**src/rtl/rotate_pkg.sv**
```systemverilog
// Shared definitions for the rotator's frame-reader slice: pixel and frame
// limits, the reader FSM state type and a geometry helper.
package rotate_pkg;

  localparam int PIX_W        = 24;
  localparam int MAX_W        = 1280;
  localparam int MAX_H        = 720;
  // Smallest word address width that covers one maximum-size frame.
  localparam int FRAME_ADDR_W = $clog2(MAX_W * MAX_H);

  typedef enum logic [1:0] {
    IDLE  = 2'd0,
    LINE  = 2'd1,
    GAP   = 2'd2,
    DRAIN = 2'd3
  } state_t;

  // A frame is only worth starting when both dimensions are nonzero.
  function automatic logic geom_ok(input logic [11:0] w, input logic [10:0] h);
    return (w != 12'd0) && (h != 11'd0);
  endfunction

endpackage

```
**src/rtl/rotate_frame_reader_if.sv**
```systemverilog
// Bus bundle between the frame reader, its frame memory and the rotator's
// write side.
//
// Handshake semantics: mem_rd_en is a one-cycle read strobe for mem_addr; the
// memory returns mem_rdata a fixed number of cycles later with no handshake.
// valid_o/data_o form a push-only stream (no per-pixel ready). wr_ready is a
// frame-level ready: it is looked at only when a frame is about to start and
// is ignored while a frame is streaming.
interface rotate_frame_reader_if #(
  parameter int DATA_W = 24,
  parameter int ADDR_W = 21
);

  logic              mem_rd_en;
  logic [ADDR_W-1:0] mem_addr;
  logic [DATA_W-1:0] mem_rdata;
  logic              wr_ready;
  logic              valid_o;
  logic [DATA_W-1:0] data_o;

  modport master (
    output mem_rd_en, mem_addr, valid_o, data_o,
    input  mem_rdata, wr_ready
  );

  modport slave (
    input  mem_rd_en, mem_addr, valid_o, data_o,
    output mem_rdata, wr_ready
  );

endinterface

```
**src/rtl/rotate_rd_delay.sv**
```systemverilog
// RD_LAT-deep shift register that carries {valid, last} alongside a memory
// read so both arrive together with the read data.
module rotate_rd_delay #(
  parameter int RD_LAT = 2
) (
  input  logic clk,
  input  logic reset,
  input  logic in_valid,
  input  logic in_last,
  output logic out_valid,
  output logic out_last
);

  logic [RD_LAT-1:0] v_sr;
  logic [RD_LAT-1:0] l_sr;

  // Shift the read tags one stage per cycle; reset discards in-flight reads.
  always_ff @(posedge clk or negedge reset) begin
    if (!reset) begin
      v_sr <= '0;
      l_sr <= '0;
    end else begin
      v_sr[0] <= in_valid;
      l_sr[0] <= in_last;
      for (int i = 1; i < RD_LAT; i++) begin
        v_sr[i] <= v_sr[i-1];
        l_sr[i] <= l_sr[i-1];
      end
    end
  end

  assign out_valid = v_sr[RD_LAT-1];
  assign out_last  = l_sr[RD_LAT-1];

endmodule

```
**src/rtl/rotate_frame_reader.sv**
```systemverilog
// Frame reader: streams one frame from a synchronous-read frame memory in
// raster order into the rotator, with optional blanking after each line.
module rotate_frame_reader
  import rotate_pkg::*;
#(
  parameter int DATA_W = PIX_W,
  parameter int ADDR_W = 21,
  parameter int RD_LAT = 2,
  parameter int H_GAP  = 0
) (
  input  logic                  clk,
  input  logic                  reset,
  input  logic                  enable,
  input  logic [ADDR_W-1:0]     base_addr,
  input  logic [11:0]           img_width,
  input  logic [10:0]           img_height,
  rotate_frame_reader_if.master bus,
  output logic                  busy,
  output logic                  frame_done,
  output state_t                state_dbg
);

  localparam logic [7:0] GAP_LAST = (H_GAP > 0) ? 8'(H_GAP - 1) : 8'd0;

  state_t            state_q, state_d;
  logic [11:0]       width_q, x_cnt;
  logic [10:0]       height_q, y_cnt;
  logic [ADDR_W-1:0] rd_addr;
  logic [7:0]        gap_cnt;
  logic [2:0]        drain_cnt;
  logic              start_ok, line_end, last_line, gap_end, drain_end;
  logic              load_frame, rd_en, rd_last;
  logic              tail_valid, tail_last;

  assign start_ok  = enable && bus.wr_ready && geom_ok(img_width, img_height);
  assign line_end  = (x_cnt == width_q - 12'd1);
  assign last_line = (y_cnt == height_q - 11'd1);
  assign gap_end   = (gap_cnt == GAP_LAST);
  assign drain_end = (drain_cnt == 3'(RD_LAT));

  // State register.
  always_ff @(posedge clk or negedge reset) begin
    if (!reset) state_q <= IDLE;
    else        state_q <= state_d;
  end

  // Next state and per-cycle control strobes.
  always_comb begin
    state_d    = state_q;
    load_frame = 1'b0;
    rd_en      = 1'b0;
    rd_last    = 1'b0;
    case (state_q)
      IDLE: begin
        if (start_ok) begin
          load_frame = 1'b1;
          state_d    = LINE;
        end
      end
      LINE: begin
        rd_en = 1'b1;
        if (line_end) begin
          if (last_line) begin
            rd_last = 1'b1;
            state_d = DRAIN;
          end else if (H_GAP > 0) begin
            state_d = GAP;
          end
        end
      end
      GAP: begin
        if (gap_end) state_d = LINE;
      end
      DRAIN: begin
        if (drain_end) begin
          if (start_ok) begin
            load_frame = 1'b1;
            state_d    = LINE;
          end else begin
            state_d = IDLE;
          end
        end
      end
      default: state_d = IDLE;
    endcase
  end

  // Geometry latch, raster counters and the incrementing read address.
  always_ff @(posedge clk or negedge reset) begin
    if (!reset) begin
      width_q  <= '0;
      height_q <= '0;
      rd_addr  <= '0;
      x_cnt    <= '0;
      y_cnt    <= '0;
    end else if (load_frame) begin
      width_q  <= img_width;
      height_q <= img_height;
      rd_addr  <= base_addr;
      x_cnt    <= '0;
      y_cnt    <= '0;
    end else if (rd_en) begin
      rd_addr <= rd_addr + 1'b1;
      if (line_end) begin
        x_cnt <= '0;
        y_cnt <= y_cnt + 11'd1;
      end else begin
        x_cnt <= x_cnt + 12'd1;
      end
    end
  end

  // Blanking and drain timers, plus the frame busy flag.
  always_ff @(posedge clk or negedge reset) begin
    if (!reset) begin
      gap_cnt   <= '0;
      drain_cnt <= '0;
      busy      <= 1'b0;
    end else begin
      gap_cnt   <= (state_q == GAP)   ? gap_cnt + 8'd1   : 8'd0;
      drain_cnt <= (state_q == DRAIN) ? drain_cnt + 3'd1 : 3'd0;
      if (load_frame)                         busy <= 1'b1;
      else if (state_q == DRAIN && drain_end) busy <= 1'b0;
    end
  end

  rotate_rd_delay #(.RD_LAT(RD_LAT)) u_rd_delay (
    .clk       (clk),
    .reset     (reset),
    .in_valid  (rd_en),
    .in_last   (rd_last),
    .out_valid (tail_valid),
    .out_last  (tail_last)
  );

  // Output register: capture memory data as its tag leaves the delay line.
  always_ff @(posedge clk or negedge reset) begin
    if (!reset) begin
      bus.valid_o <= 1'b0;
      bus.data_o  <= '0;
      frame_done  <= 1'b0;
    end else begin
      bus.valid_o <= tail_valid;
      frame_done  <= tail_valid & tail_last;
      if (tail_valid) bus.data_o <= bus.mem_rdata;
    end
  end

  assign bus.mem_rd_en = rd_en;
  assign bus.mem_addr  = rd_addr;
  assign state_dbg     = state_q;

endmodule
```
**src/flat_wrapper.sv**
```systemverilog
// flat-port wrapper written by rule: the top's interface ports become plain ports
module rotate_frame_reader_flat import rotate_pkg::*;
#(
  parameter int DATA_W = PIX_W,
  parameter int ADDR_W = 21,
  parameter int RD_LAT = 2,
  parameter int H_GAP  = 0
)
  (clk, reset, enable, base_addr, img_width, img_height, busy, frame_done, state_dbg, bus_mem_rd_en, bus_mem_addr, bus_valid_o, bus_data_o, bus_mem_rdata, bus_wr_ready);
  rotate_frame_reader_if #(.DATA_W(DATA_W), .ADDR_W(ADDR_W)) bus_i ();
  input  logic clk;
  input  logic reset;
  input  logic enable;
  input  logic [ADDR_W-1:0] base_addr;
  input  logic [11:0] img_width;
  input  logic [10:0] img_height;
  output logic busy;
  output logic frame_done;
  output state_t state_dbg;
  output wire logic [$bits(bus_i.mem_rd_en)-1:0] bus_mem_rd_en;
  output wire logic [$bits(bus_i.mem_addr)-1:0] bus_mem_addr;
  output wire logic [$bits(bus_i.valid_o)-1:0] bus_valid_o;
  output wire logic [$bits(bus_i.data_o)-1:0] bus_data_o;
  input wire logic [$bits(bus_i.mem_rdata)-1:0] bus_mem_rdata;
  input wire logic [$bits(bus_i.wr_ready)-1:0] bus_wr_ready;
  assign bus_mem_rd_en = bus_i.mem_rd_en;
  assign bus_mem_addr = bus_i.mem_addr;
  assign bus_valid_o = bus_i.valid_o;
  assign bus_data_o = bus_i.data_o;
  assign bus_i.mem_rdata = bus_mem_rdata;
  assign bus_i.wr_ready = bus_wr_ready;
  rotate_frame_reader #(.DATA_W(DATA_W), .ADDR_W(ADDR_W), .RD_LAT(RD_LAT), .H_GAP(H_GAP)) u_core (.clk(clk), .reset(reset), .enable(enable), .base_addr(base_addr), .img_width(img_width), .img_height(img_height), .bus(bus_i), .busy(busy), .frame_done(frame_done), .state_dbg(state_dbg));
endmodule
```
**config.mk**
```make
export PLATFORM = sky130hd
export DESIGN_NAME = rotate_frame_reader_flat
export DESIGN_NICKNAME = d
export VERILOG_FILES = /design/src/rtl/rotate_pkg.sv /design/src/rtl/rotate_frame_reader_if.sv /design/src/rtl/rotate_rd_delay.sv /design/src/rtl/rotate_frame_reader.sv /design/src/flat_wrapper.sv
export SDC_FILE = /design/constraint.sdc
export NUM_CORES = 1
export LEC_CHECK = 0
export ABC_AREA = 1
export BUFFER_PORTS_ARGS = -buffer_cell sky130_fd_sc_hd__buf_4
export CAP_MARGIN = 0
export CORE_ASPECT_RATIO = 0.8
export CORE_UTILIZATION = 40
export DETAILED_ROUTE_END_ITERATION = 8
export PLACE_DENSITY = 0.69
export SLEW_MARGIN = 20
export SYNTH_ARGS = -nofsm -noshare
export SYNTH_HDL_FRONTEND = slang
export SYNTH_HIERARCHICAL = 1
export SYNTH_SLANG_ARGS = --single-unit
```
**constraint.sdc**
```tcl
create_clock -name clk -period 2.95 [get_ports clk]
set_input_delay 0.59 -clock clk [delete_from_list [all_inputs] [get_ports clk]]
set_output_delay 0.59 -clock clk [all_outputs]
set_load 0.005 [all_outputs]
```
# Word level (Yosys, flattened, before mapping)
# Cells that the tools add are included.
dict set report op_classes {
  addsub 7
  eq_ne 11
  n_mux 26
  n_bitwise 1
  reduce_logical 13
}
# op n
set ops {}
lappend ops {{$mux W21} 2}
lappend ops {{$mux W12} 3}
lappend ops {{$mux W11} 3}
lappend ops {{$add A21 B1 Y21 const B} 1}
lappend ops {{$add A12 B1 Y12 const B} 1}
lappend ops {{$eq A12 B12 Y1} 1}
lappend ops {{$reduce_bool A12 Y1} 1}
lappend ops {{$sub A12 B1 Y12 const B} 1}
lappend ops {{$add A11 B1 Y11 const B} 1}
lappend ops {{$eq A11 B11 Y1} 1}
lappend ops {{$reduce_bool A11 Y1} 1}
lappend ops {{$sub A11 B1 Y11 const B} 1}
lappend ops {{$mux W2} 5}
lappend ops {{$ne A2 B1 Y1 const B} 5}
lappend ops {{$mux W1} 9}
lappend ops {{$add A8 B1 Y8 const B} 1}
lappend ops {{$logic_not A8 Y1} 1}
lappend ops {{$mux W8} 1}
lappend ops {{$pmux W2 S4} 1}
lappend ops {{$reduce_bool A2 Y1} 3}
lappend ops {{$reduce_and A5 Y1} 1}
lappend ops {{$eq A2 B2 Y1 const B} 2}
lappend ops {{$logic_and A1 B1 Y1} 4}
lappend ops {{$add A3 B1 Y3 const B} 1}
lappend ops {{other kinds (7)} 7}
dict set report totals {
  register_bits 111
  in_bits 72
  elab_cells 72
}

# Logic depth before layout (Yosys ltp)
# Gate-level depths: netlist of the first run.
dict set report logic_depth {
  ltp_word 8
  ltp_mapped 17
  depth_no_buf 16
}

# By module
# Netlist of the first run, hierarchy kept.
# mod n_inst cells_per_inst area_each_um2 seq_area_each_um2
set by_module_without_submodules {}
lappend by_module_without_submodules {rotate_frame_reader 1 782 6199.7 2677.6}
lappend by_module_without_submodules {rotate_rd_delay 1 4 100.1 100.1}

# Least setup slack after synthesis of the first run
# Ideal clock, no wire load.
dict set report synth_path {
  path_kind {reg-to-reg}
  startpoint {reg u_core.width_q[0]}
  endpoint {reg u_core.y_cnt[10]}
  arrival_ns 1.708
  required_time_ns 2.832
  slack_ns 1.123
  stages_incl_launch_ff 18
  n_path_buf 1
  synth_period_minus_slack_ns 1.827
  cell_sequence {dfrtp_1 > inv_1 > ha_1 > inv_1 > nand2_1 > nand2_1 > nand2_1 > nor2_1 > nand2_1 > nor2_1 > nand2_1 > nor2_2 > nand2_2 > nor2_4 > nand2_2 > buf_6 > nand3_2 > nand2_1}
}
dict set report synth_via {
  elab_chain_cells 4
}
# item line
set synth_lines {}
lappend synth_lines {{start: declaration} rotate_frame_reader.sv:26} ;# logic [11:0] width_q, x_cnt;
lappend synth_lines {{start signal: assignment} rotate_frame_reader.sv:97} ;# width_q <= img_width;
lappend synth_lines {{$sub A12 B1 Y12} rotate_frame_reader.sv:36} ;# assign line_end = (x_cnt == width_q - 12'd1);
lappend synth_lines {{$eq A12 B12 Y1} rotate_frame_reader.sv:36}
lappend synth_lines {{$reduce_bool A2 Y1 (no source line)} -}
lappend synth_lines {{$reduce_and A2 Y1 (no source line)} -}
lappend synth_lines {{end signal: assignment} rotate_frame_reader.sv:106} ;# y_cnt <= y_cnt + 11'd1;
lappend synth_lines {{end: declaration} rotate_frame_reader.sv:27} ;# logic [10:0] height_q, y_cnt;
# No other way between the ends.
# A chain may end at the register's enable or synchronous reset.

# Final worst setup path of the first run
dict set report layout_path {
  startpoint {reg u_core.width_q[0]}
  endpoint {reg u_core.x_cnt[10]}
}
dict set report layout_via {
  elab_chain_cells 5
}
# item line
set layout_lines {}
lappend layout_lines {{$sub A12 B1 Y12} rotate_frame_reader.sv:36}
lappend layout_lines {{$eq A12 B12 Y1} rotate_frame_reader.sv:36}
lappend layout_lines {{$mux W12} rotate_frame_reader.sv:104} ;# if (line_end) begin
lappend layout_lines {{$mux W12} rotate_frame_reader.sv:102} ;# end else if (rd_en) begin
lappend layout_lines {{$mux W12} rotate_frame_reader.sv:96} ;# end else if (load_frame) begin
lappend layout_lines {{end signal: assignment} rotate_frame_reader.sv:108} ;# x_cnt <= x_cnt + 12'd1;
lappend layout_lines {{end: declaration} rotate_frame_reader.sv:26}
# No other way between the ends. The select of a mux whose other input is x is not followed.

==> metrics, run 1 <==
Worst-Margin Slew 981 ps; Peak VDD IR around 0.31 mV; FF-to-FF path depth 13; # DRC 0; Synthesized Nets between 800 and 900; Netlist Area Pre-Place 6300 um^2; Worst Skew approximately 13 ps; Worst setup SP type flip-flop; Post-CTS Setup Repair Bufs 0; clock tree buffer depth 2; RD Place Congestion 0.925; fmax approximately 440 MHz; Reg clk slew, reported paths about 80 ps; syn_area_per_cell 8.02 um^2; Port Buffers approximately 120; pin count of the biggest net entering global routing between 80 and 90; Max-slew headroom 34.6%; Synth Warn # 6; worst r2r src u_core/width_q[0]; Leak Pwr 3.83 nW; share of layout cells above drive strength 1 22.6%; core box area 15,200 um^2; sequential cell area fraction in the yosys report 44.1%; ant diodes 0; I/O pins 123; pwr dens 668 nW/um^2; post-cts gate resize count 0; WP data required 3210 ps; Max Slew Vio Count 0; Area growth syn-to-layout 23.4%; CTS buffer count 9; vias in the first global route between 5,000 and 6,000; clk_lat worst skew between 300 and 400 ps; CTS tree yes; final setup vio count 0; period utilization between 70% and 80%; per-cell routed wire length 13.4 um; Yosys reg bits 111; DR vias/cell 4.84; Initial Utilization around two fifths; GRT overflow 0; asr flop ratio synth 100%; Post-Synthesis Cells 786; Crit. Startpoint u_core/width_q[0]; Die X 142 um; first-pass GRT wire length 24.8 mm; Worst path most repeated cell nand2_1; EDFF count, synth 0; r2r endpoint u_core/x_cnt[10]; GR Util All Layers 19.6%; Finished Core Util between 50% and 60%; Crit. path cell count 13; die area 16,300 um^2; initial antenna violation count 0; status finished clean; hold-fix buffer count after cts 0; DR vias 5,448; Tmin final 2280 ps; CP max stage delay 380 ps; Routed Wire Length roughly 15 mm; CP bufs+invs 1; Final ANT Viol Nets 0; maxcap violations 0; Top delay family on crit path simple AND/OR/NAND/NOR gates; nets@finish 995; Post-DP HPWL 11.3 mm; Final Hold Viols 0; CP max FO 12; data arrival time of the worst path around 2500 ps; unrepaired setup endpoints after global routing false; R2R setup slack 670 ps; drt initial violations 251; Sink Count 111; Crit Path Category reg -> reg; HP Class in -> async; setup_tns 0 ps; Worst Setup End Kind flip-flop; Die Y-Extent 114 um; Cell Rows 40; CTS root buf clkbuf_16; post-synth cell types 39; crit path max-delay cell type dfrtp_1; Cell Chain, Critical Path inv_1 > ha_1 > nand3_1 > o21ai_0 > nand2_1 > nand2_1 > nand2_1 > nor2_2 > nand2_2 > nor2_4 > nand2_2 > nand2_1 > nor2_1; H-tree level count 3; router iterations before antenna repair 4; Top FF cell, synth dfrtp_1
stage by stage:
| stage | hold WS (ps) | instances | cell area [um^2] | worst slack, ps | power, mW |
|---|---|---|---|---|---|
| 2_1_floorplan | 294 | 786 | 6300 | 1120 | 3.29 |
| 3_3_place_gp | 331 | 1109 | 7480 | 574 | 3.96 |
| 3_5_place_dp | 335 | 1109 | 7480 | 509 | 3.99 |
| 4_1_cts | 126 | 1125 | 7770 | 684 | 5.24 |
| 5_1_grt | 148 | 1125 | 7770 | 384 | 5.59 |
| 6_report | 129 | 1125 | 7770 | 666 | 5.19 |
cells in the final DEF (no fill, tap or decap), types with 2 or more instances in the layout:
cell type  Yosys  routed
nor4_1         7       7
clkbuf_16      0       9
mux2_2        24      24
xor2_1        24      24
inv_8          0       2
nor2_4         4       4
dfrtp_1      111     111
nor3_1        15      15
nand4_1       18      18
inv_1         95      95
nand3_2       10      10
xnor2_1       13      13
o211ai_1      11      11
clkinv_4       0       2
nand2_1      221     221
nor3_2         3       3
inv_2          3       3
a21oi_2        2       2
o21bai_1       2       2
a21oi_1        6       6
buf_4          0     132
o21ai_0       36      36
nand2_2        3       3
o22ai_1        8       8
or2_2          2       2
nand3b_1       7       7
nor2_2         4       4
nand3_1       56      56
o21ai_1        2       2
nor2_1        58      58
ha_1          13      13
power breakdown:
part / switching, mW / internal, mW / leakage [nW]
registers: 0.415 / 1.86 / 1.37
logic: 0.885 / 0.807 / 2.32
clock network: 0.624 / 0.599 / 0.143
layout make-up:
type | count | area, um^2
well taps | 210 | 263
inverters | 99 | 372
fillers | 1484 | 7440
clock buffers | 9 | 225
clock inverters | 7 | 72.6
multi-input cells | 556 | 3050
repair buffers | 133 | 1010
flip-flops and latches | 111 | 2780
cell usage after synthesis, types with 3 or more instances:
master | count | area share [%]
nor2_2 | 4 | 0.40
mux2_2 | 24 | 4.3
nor3_2 | 3 | 0.48
xnor2_1 | 13 | 1.8
nand3_1 | 56 | 4.4
o22ai_1 | 8 | 0.79
dfrtp_1 | 111 | 44
inv_1 | 95 | 5.7
nand4_1 | 18 | 1.8
nor2_4 | 4 | 0.71
nand2_1 | 221 | 13
ha_1 | 13 | 2.6
a21oi_1 | 6 | 0.48
nand3b_1 | 7 | 0.83
buf_2 | 5 | 0.40
o211ai_1 | 11 | 1.3
nor4_1 | 7 | 0.70
o21ai_0 | 36 | 2.9
nand3_2 | 10 | 1.6
xor2_1 | 24 | 3.3
nor2_1 | 58 | 3.5
nor3_1 | 15 | 1.2
nand2_2 | 3 | 0.30
clkbuf_1 | 12 | 0.71
inv_2 | 3 | 0.18
worst reg2reg max path, stage by stage (launching register included):
cell and delay [ps]:
dfrtp_1 380, inv_1 110, ha_1 200, nand3_1 130, o21ai_0 300, nand2_1 90, nand2_1 60, nand2_1 60
nor2_2 130, nand2_2 70, nor2_4 100, nand2_2 230, nand2_1 250, nor2_1 70
sequential cells by signal, summed over array words and instances (netlist names):
register,count
u_core/bus.data_o,24
u_core/bus.mem_addr,21
u_core/bus.valid_o,1
u_core/busy,1
u_core/drain_cnt,3
u_core/frame_done,1
u_core/gap_cnt,8
u_core/height_q,11
u_core/state_dbg,2
u_core/u_rd_delay/l_sr,2
u_core/u_rd_delay/v_sr,2
u_core/width_q,12
u_core/x_cnt,12
u_core/y_cnt,11
cells by family after synthesis:
logic type               after synthesis  share of synthesized area [%]
AO/OA/AOI/OAI                         70                           6.45
XOR/XNOR                              37                           5.14
flip-flops                           111                           44.1
buffers and inverters                119                           7.43
multiplexers                          24                           4.29
AND/OR/NAND/NOR                      412                           30.0
adder cells (fa/ha/maj)               13                           2.58
routing by layer:
metal | up-vias | part of all wire [%] | GRT usage (%)
li1 | 2790 | - | -
met1 | 2467 | 50 | 28.3
met2 | 182 | 42 | 29.0
met3 | 9 | 7.7 | 4.98
met4 | 0 | 0.77 | 4.87
met5 | - | 0 | 0
worst max path at each step:
stage | slack (ps) | end
4_1_cts | 680 | u_core/x_cnt[10]
2_1_floorplan | 1120 | u_core/y_cnt[10]
5_1_grt | 380 | u_core/x_cnt[10]
3_5_place_dp | 510 | u_core/x_cnt[10]
6_report | 670 | u_core/x_cnt[10]
3_3_place_gp | 570 | u_core/x_cnt[11]
No activity file was read; power rests on OpenSTA's default activity.
==> run 2, diff against run 1 <==
PLACE_DENSITY = 0.71   (was 0.69)
clock period = 2.1 ns   (was 2.95 ns; I/O delays follow)
==> run 2 against run 1 <==
Net effect:
- non-clock buffer count grew 17
- combinational power grew 56%
- die area unchanged
- final cell count is 1.5% higher
- routed wire length is 6.9% higher
- largest cell class unchanged
- hold slack better by 130 ps
- largest power group unchanged
- utilization increased by 2.3 points
- first-iteration DRC count is 14% higher
- critical path depth is 1 higher
- register-to-register slack lost 600 ps
- highest routed layer unchanged
- sequential share of layout area down 1.5 points
- sequential cell count stayed put
==> metrics, run 2 (same netlist as run 1, synthesis figures left out) <==
Routed Wire Length 16.1 mm; Post-DP HPWL roughly 12 mm; Peak VDD IR 0.433 mV; Sink Count 111; CP max FO 4; share of layout cells above drive strength 1 26.2%; FF-to-FF path depth 14; WP data required 2400 ps; unrepaired setup endpoints after global routing true; Worst Skew 11.7 ps; Max-slew headroom 66.4%; I/O pins 123; data arrival time of the worst path 2340 ps; ant diodes 0; per-cell routed wire length 14.1 um; Most flops, register u_core/bus.data_o; drt initial violations 286; Final ANT Viol Nets 0; # DRC 0; Worst path most repeated cell nand2_1; final setup vio count 0; Port Buffers 122; maxcap violations 0; core box area around 15,000 um^2; pwr dens roughly 940 nW/um^2; most frequent cells in the layout nand2_1, buf_4, dfrtp_1; r2r endpoint u_core/u_rd_delay/l_sr[0]; CTS root buf clkbuf_16; Die X 142 um; Die Y-Extent 114 um; Final Hold Viols 0; CTS buffer count 9; vias in the first global route 5,158; initial antenna violation count 0; Worst-Margin Slew 505 ps; nets@finish 1,012; CTS tree yes; GR Util All Layers 20.3%; Max Slew Vio Count 0; router iterations before antenna repair 5; first-pass GRT wire length roughly 26 mm; DR vias/cell approximately 5.0; R2R setup slack roughly 65 ps; clock tree buffer depth 2; most common cell after layout, fill and taps aside nand2_1; Crit. Startpoint u_core/width_q[1]; Cell Chain, Critical Path inv_2 > ha_4 > inv_2 > nand2_2 > nand2_1 > nand2_1 > nor2_1 > nand2_1 > nor2_2 > nand2_1 > nor2_2 > nand3b_1 > nor4_1 > buf_4; Area after DPL between 7000 and 8000 um^2; max FFs per register 24; pin count of the biggest net entering global routing 60; Area growth syn-to-layout 28.9%; setup_tns 0 ps; crit path to u_core/u_rd_delay/l_sr[0]; H-tree level count 3; crit path max-delay cell type dfrtp_1; CP max stage delay 390 ps; Worst setup SP type flip-flop; fmax 491 MHz; Crit Path Category reg -> reg; die area 16,300 um^2; Leak Pwr between 3 and 4 nW; HP Class in -> reg; Tmin final 2040 ps; Reg clk slew, reported paths 80 ps; RD Place Congestion 0.859; Initial Utilization 41.4%; GRT overflow 0; clk_lat worst skew ~370 ps; Worst Setup End Kind flip-flop; design area 8120 um^2; status finished clean; period utilization 96.9%; worst r2r src u_core/width_q[1]; DR vias around 5,700; Cell Rows 40
==> run 2: cell types whose count changed in the layout (fill, tap and decap cells not counted), moves of 3 or more <==
cell,before,now
inv_1,95,91
o22ai_2,0,5
buf_4,132,140
nand2_1,221,218
buf_12,1,5
ha_1,13,10
o22ai_1,8,3
inv_2,3,7
==> run 2: metrics by stage <==
step	worst slack (ps)	utilization, %	hold WS [ps]	power [mW]	cells
finish	64.7	53.4	254	7.66	1142
global route	-142	53.4	260	8.21	1142
CTS	21.2	52.2	244	7.57	1137
detailed placement	0.228	50.0	286	5.70	1120
global placement	5.33	50.0	285	5.64	1120
floorplan	273	-	124	4.62	786
==> run 2: worst max-delay path, delay by kind of cell, from the launching register on <==
kind | cells | cell delay (ps)
adder cells (fa/ha/maj) | 1 | 210
buffers and inverters | 3 | 290
flip-flops | 1 | 390
AND/OR/NAND/NOR | 10 | 1110
==> run 2: worst min-delay path by stage <==
stage	startpoint	end	slack, ps	cells past startpoint
finish	img_height[10]	u_core/height_q[10]	250	3
global route	img_height[10]	u_core/height_q[10]	260	3
CTS	img_height[10]	u_core/height_q[10]	240	3
detailed placement	reset	u_core/bus.data_o[18]	290	1
global placement	reset	u_core/bus.data_o[20]	290	1
floorplan	reset	u_core/bus.data_o[0]	120	0
==> run 2: where the power goes <==
| group | internal, mW | switching, mW |
|---|---|---|
| combinational | 1.26 | 1.38 |
| sequential | 2.62 | 0.567 |
| clock | 0.953 | 0.873 |
==> run 2: cell type report <==
| type | count | area (um^2) |
|---|---|---|
| fillers | 1430 | 7090 |
| multi-input cells | 556 | 3150 |
| flip-flops and latches | 111 | 2780 |
| repair buffers | 150 | 1230 |
| inverters | 99 | 372 |
| well taps | 210 | 263 |
| clock buffers | 9 | 225 |
| clock inverters | 7 | 95.1 |
==> run 2: layer usage <==
| layer | track usage [%] | wire length [um] |
|---|---|---|
| met5 | 0 | 0 |
| met4 | 4.66 | 202 |
| met3 | 4.68 | 1190 |
| met2 | 30.2 | 6770 |
| met1 | 29.8 | 7910 |
==> run 2: what timing repair did <==
item,in CTS,in global routing
endpoints found under the hold margin,11,0
buffers inserted,0,3
gates cloned,0,2
pin swaps,0,14
resized for setup,1,27
hold buffers,1,0
endpoints found under the setup margin,3,44
